$ cat config.mk
export PLATFORM = sky130hd
export DESIGN_NAME = lcd_ram_writer
export DESIGN_NICKNAME = d
export VERILOG_FILES = /design/src/rtl/lcd_ram_writer.sv
export SDC_FILE = /design/constraint.sdc
export NUM_CORES = 1
export LEC_CHECK = 0
export ABC_CLOCK_PERIOD_IN_PS = 3500
export BUFFER_PORTS_ARGS = -buffer_cell sky130_fd_sc_hd__buf_2
export CAP_MARGIN = 10
export CORE_AREA = 2 2 342 344
export CTS_CLUSTER_SIZE = 16
export DETAILED_ROUTE_END_ITERATION = 10
export DIE_AREA = 0 0 344 346
export GPL_TIMING_DRIVEN = 1
export HOLD_SLACK_MARGIN = 0.08
export PLACE_DENSITY = 0.63
export SLEW_MARGIN = 10
export SYNTH_ARGS = -nofsm -noshare
export SYNTH_HDL_FRONTEND = slang
export SYNTH_SLANG_ARGS = --single-unit
$ cat constraint.sdc
create_clock -name clk -period 3.5 [get_ports clk]
set_clock_uncertainty 0.2 [all_clocks]
set_input_delay 0.35 -clock clk [delete_from_list [all_inputs] [get_ports clk]]
set_output_delay 0.35 -clock clk [all_outputs]
set_load 0.01 [all_outputs]
$ cat src/rtl/lcd_ram_writer.sv
// Shadows CPU nibble writes to E0C6S46 display memory and streams the shadow into the
// video RAM once per vsync. Optional skip-if-unchanged mode: define LCD_RAM_WRITER_DIRTY_EN.
module lcd_ram_writer #(
  parameter logic [11:0] DISPLAY_BASE = 12'hE00,
  parameter logic [7:0]  BANK_SIZE    = 8'h50
) (
  input  logic        clk,
  input  logic        reset,
  input  logic [11:0] cpu_addr,
  input  logic [3:0]  cpu_data,
  input  logic        cpu_we,
  input  logic        vsync,
  output logic        ram_wr_en,
  output logic [7:0]  ram_wr_addr,
  output logic [3:0]  ram_wr_data,
  output logic        copy_active,
  output logic        frame_done
);

  localparam int          DEPTH     = 2 * int'(BANK_SIZE);
  localparam logic [7:0]  LAST      = 8'(DEPTH - 1);
  localparam logic [11:0] BANK1_OFS = 12'h080;
  localparam logic [11:0] BANK_LEN  = {4'h0, BANK_SIZE};

  typedef enum logic [1:0] {
    S_CLEAR,
    S_IDLE,
    S_COPY
  } state_t;

  state_t      state, next_state;
  logic [7:0]  cnt, cnt_next;
  logic        wr_en_next, done_next;
  logic [7:0]  wr_addr_next;
  logic [3:0]  wr_data_next;
  logic [3:0]  shadow [DEPTH];

  logic [11:0] off;
  logic        wr_hit;
  logic [7:0]  wr_idx;
  logic        shadow_we;
  logic        start_copy;

  // Bank 0 maps to 0..BANK_SIZE-1, bank 1 (BASE+0x80) follows directly after it.
  // NOTE: every combinational output gets a default before any branch, so no latch is inferred.
  always_comb begin
    off    = cpu_addr - DISPLAY_BASE;
    wr_hit = 1'b0;
    wr_idx = '0;
    if (off < BANK_LEN) begin
      wr_hit = 1'b1;
      wr_idx = off[7:0];
    end else if (off >= BANK1_OFS && off < BANK1_OFS + BANK_LEN) begin
      wr_hit = 1'b1;
      wr_idx = 8'(off - BANK1_OFS) + BANK_SIZE;
    end
  end

  assign shadow_we = cpu_we && wr_hit;

  // NOTE: the shadow is a real reset target (a reset must blank the display), so it is
  // built from flops with a reset rather than left to an uninitialised RAM macro.
  always_ff @(posedge clk) begin
    if (reset) begin
      for (int i = 0; i < DEPTH; i++) shadow[i] <= '0;
    end else if (shadow_we) begin
      shadow[wr_idx] <= cpu_data;
    end
  end

`ifdef LCD_RAM_WRITER_DIRTY_EN
  logic dirty;

  // A write landing in the same cycle the copy starts wins, so it is copied next frame.
  always_ff @(posedge clk) begin
    if (reset)                               dirty <= 1'b0;
    else if (shadow_we)                      dirty <= 1'b1;
    else if (state == S_IDLE && start_copy)  dirty <= 1'b0;
  end

  assign start_copy = vsync && dirty;
`else
  assign start_copy = vsync;
`endif

  // The first COPY write is launched on the vsync edge itself, so slot k appears in cycle N+1+k.
  always_comb begin
    next_state   = state;
    cnt_next     = cnt;
    wr_en_next   = 1'b0;
    wr_addr_next = ram_wr_addr;
    wr_data_next = ram_wr_data;
    done_next    = 1'b0;
    unique case (state)
      S_CLEAR: begin
        if (ram_wr_en && ram_wr_addr == LAST) begin
          next_state = S_IDLE;
        end else begin
          wr_en_next   = 1'b1;
          wr_addr_next = cnt;
          wr_data_next = '0;
          cnt_next     = (cnt == LAST) ? cnt : cnt + 8'd1;
        end
      end
      S_IDLE: begin
        if (start_copy) begin
          next_state   = S_COPY;
          wr_en_next   = 1'b1;
          wr_addr_next = '0;
          wr_data_next = shadow[0];
          cnt_next     = 8'd1;
        end
      end
      S_COPY: begin
        if (ram_wr_en && ram_wr_addr == LAST) begin
          next_state = S_IDLE;
          done_next  = 1'b1;
        end else begin
          wr_en_next   = 1'b1;
          wr_addr_next = cnt;
          wr_data_next = shadow[cnt];
          cnt_next     = (cnt == LAST) ? cnt : cnt + 8'd1;
        end
      end
      default: next_state = S_CLEAR;
    endcase
  end

  // NOTE: sequential state uses non-blocking assignments so every register samples pre-edge values.
  always_ff @(posedge clk) begin
    if (reset) begin
      state       <= S_CLEAR;
      cnt         <= '0;
      ram_wr_en   <= 1'b0;
      ram_wr_addr <= '0;
      ram_wr_data <= '0;
      frame_done  <= 1'b0;
    end else begin
      state       <= next_state;
      cnt         <= cnt_next;
      ram_wr_en   <= wr_en_next;
      ram_wr_addr <= wr_addr_next;
      ram_wr_data <= wr_data_next;
      frame_done  <= done_next;
    end
  end

  assign copy_active = (state != S_IDLE);

endmodule

==> metrics <==
WS Path Type=reg -> reg; die height=346 um; share of cells above drive strength 1=a little under a quarter; termination of the worst setup path=ram_wr_data[1]; most frequent cells in the layout=edfxtp_1 (1024), nor2_1 (671), buf_4 (354); Yosys warnings=0; synthesized net count=3152; gr ovfl total=0; Post-synth top flop=edfxtp_1; worst hold start=cpu_addr[0]; Port-buffer cells=34; critical path depth=9; first drt pass iteration count=6; flops & latches, synth=1056; switching power share of the total=21.8%; Final WS setup=147 ps; DR vias=roughly 29000; Max Cap Viol=0; Fmax achieved=298 MHz; Pwr per Cell Area=521 nW/um2; number of synthesized flops with an enable pin=1024; clk slew on worst S/H paths=60 ps; CTS Buf Count=104; most common cell after layout, fill and taps aside=edfxtp_1; met3 wire length=12200 um; layout net count=between 3000 and 4000; power share of the combinational group=7.1%; clock group share of total power=41.6%; CP max FO=15; post-synthesis async set-or-reset flop share=0%; number of distinct library cells after synthesis=69; RSZ-0062 raised after global routing=false; part of the power in registers=51.3%; highest routed layer=met5; R2R Path End=ram_wr_data[1]; I/O pin total=35; area grow syn2layout=17.1%; reg2reg path depth=9; Cell Rows=roughly 130; setup TNS=0 ps; Clock Latency Late Sink=680 ps; die area=about 120000 um2; Worst EP arrival=3720 ps; RePlAce Congestion=0.925; Slew headroom=just over 40%; remaining antenna violation count=0; Total Power=between 20 and 30 mW; hold crit path type=in -> reg; Synth Instances=3122; post-route met1 wirelength=51100 um; cell area after synthesis=45900 um2; vias in the first global route=between 20000 and 30000; DRT iter0 DRCs=3815; Psw=roughly 6.1 mW; Initial Utilization=roughly two fifths; Final HPWL DP=just under 90000 um; endpoints failing setup=0; buffer depth of the longest clock path=3; CTS sink count=1056; most frequent CP cell=buf_4; Worst R2R Setup Slack=between 100 and 150 ps; critical path, cell by cell=buf_4, mux4_4, mux2i_1, or4_1, nand4_1, a2111oi_1, buf_4, a211o_1, o32ai_1; minimum clock period=3350 ps; fin crit share=95.8%; Worst path slowest cell=mux4_4; kind of end point of the critical path=flop; peak supply drop=0.395 mV; final WL=between 100000 and 150000 um; Top Family by Delay on Critical Path=multiplexers; H-tree Lvls=3; Vias/cell=5.83; placed cell count=roughly 4800; Fin. Hold Viols=0; outcome=completed; global-route wire length before repair=191000 um; largest net degree at the start of global routing=83; Die X-Extent=344 um; GRT Total Usage=roughly 22%; Startpoint Class=flop; Finished Cell Area=53800 um2; CP Data Required Time=around 3900 ps; Worst path max stage delay=690 ps; Post-DP Area=50200 um2; Avg Cell Area, Syn=14.7 um2; core area=115000 um2; CTS tree=done; internal power component=21.9 mW; Placement Setup Slack=-263 ps; Worst Tran Pin Value=890 ps; Slew Viols, Final=0; drt wl/cell=26.1 um; initial antenna violation count=8; CP bufs+invs=2; post-synthesis sequential area ratio=68.3%; met2 routed WL=slightly above 60000 um; Leakage=16.9 nW; root buf cell=clkbuf_16; Non-Filler Instances=4999; Residual DRC=0
[worst reg2reg max path, delay by kind of cell, from the launching register on]
family | cells | cell delay [ps]
mux | 2 | 990
compound gates | 3 | 720
buf+inv | 2 | 570
simple gates | 2 | 390
flops | 1 | 380
[cell type report]
class,count,area (um2)
tap,1524,1910
fill,9943,61600
timing repair buffer,431,3680
clock buffer,129,2740
multi-input combinational,1781,13200
antenna,1,2.50
clock inverter,64,813
sequential,1056,31400
inverter,13,51.3
[timing repair]
item / in CTS / in global routing
setup endpoints to repair: 0 / 1
endpoints found under the hold margin: 83 / 0
gates resized for setup: 0 / 1
hold buffers: 7 / 0
setup buffers: 0 / 0
[cell families (layout without fill, tap and decap cells)]
logic type	after synthesis	count (layout)	synth area share [%]
AND/OR/NAND/NOR	1088	1088	9.92
XOR/XNOR	5	5	0.0953
buffers and inverters	285	637	3.08
flip-flops	1056	1056	68.3
adder cells (fa/ha/maj)	10	10	0.272
multiplexers	316	316	13.6
AO/OA/AOI/OAI	362	362	4.73
other	0	1	0
[routing by layer]
layer | track usage, % | vias up
li1 | - | 12400
met3 | 4.29 | 278
met1 | 29.9 | 14900
met2 | 34.6 | 1542
met4 | 7.65 | 12
met5 | 0 | -
[sequential cells by signal, indices dropped and copies added (netlist names), named ones only]
| signal | cells |
|---|---|
| frame_done | 1 |
| state | 2 |
| ram_wr_en | 1 |
| shadow | 1024 |
| ram_wr_addr | 8 |
| ram_wr_data | 4 |
| cnt | 8 |
[per-stage QoR]
| step | hold slack [ps] | util (%) |
|---|---|---|
| after floorplan | 249 | - |
| after global placement | 315 | 43.5 |
| after detailed placement | 317 | 43.5 |
| after CTS | 205 | 46.6 |
| after global routing | 262 | 46.6 |
| final | 244 | 46.6 |
[worst min path at each step]
stage	endpoint	slack, ps	depth (start not counted)
after global routing	shadow[125][0]	260	4
after global placement	ram_wr_addr[5]	320	2
after CTS	shadow[125][0]	210	4
after floorplan	shadow[160][0]	250	0
final	shadow[125][0]	240	5
after detailed placement	flop	320	2
[synth_stat cells, types with 7 or more instances]
| library cell | number | area [um2] |
|---|---|---|
| edfxtp_1 | 1024 | 30700 |
| nor2_1 | 671 | 2520 |
| mux4_2 | 205 | 4620 |
| clkbuf_1 | 198 | 743 |
| o21ai_0 | 187 | 936 |
| nand2_1 | 151 | 567 |
| nor3_1 | 142 | 711 |
| mux2i_1 | 77 | 771 |
| a21oi_1 | 40 | 200 |
| a22oi_1 | 39 | 293 |
| nand3_1 | 37 | 185 |
| dfxtp_1 | 32 | 641 |
| buf_2 | 30 | 150 |
| mux4_1 | 30 | 788 |
| o221ai_1 | 22 | 193 |
| o22ai_1 | 20 | 125 |
| buf_6 | 19 | 214 |
| nand2b_1 | 17 | 106 |
| nand4_1 | 14 | 87.6 |
| buf_4 | 11 | 82.6 |
| inv_1 | 11 | 41.3 |
| ha_1 | 10 | 125 |
| and2_1 | 9 | 56.3 |
| nor2b_1 | 9 | 56.3 |
| a211oi_1 | 8 | 60.1 |
| and3_1 | 8 | 50.1 |
| a31oi_1 | 7 | 43.8 |
[power by group through the flow]
stage | logic, mW | clock network, mW | registers [mW]
global route | 2.09 | 12.2 | 14.4
detailed placement | 1.98 | 0 | 14.6
CTS | 1.99 | 11.8 | 14.4
finish | 2.00 | 11.7 | 14.4
global placement | 1.96 | 0 | 14.6
floorplan | 1.18 | 0 | 14.5
(Power assumes the default switching activity.)
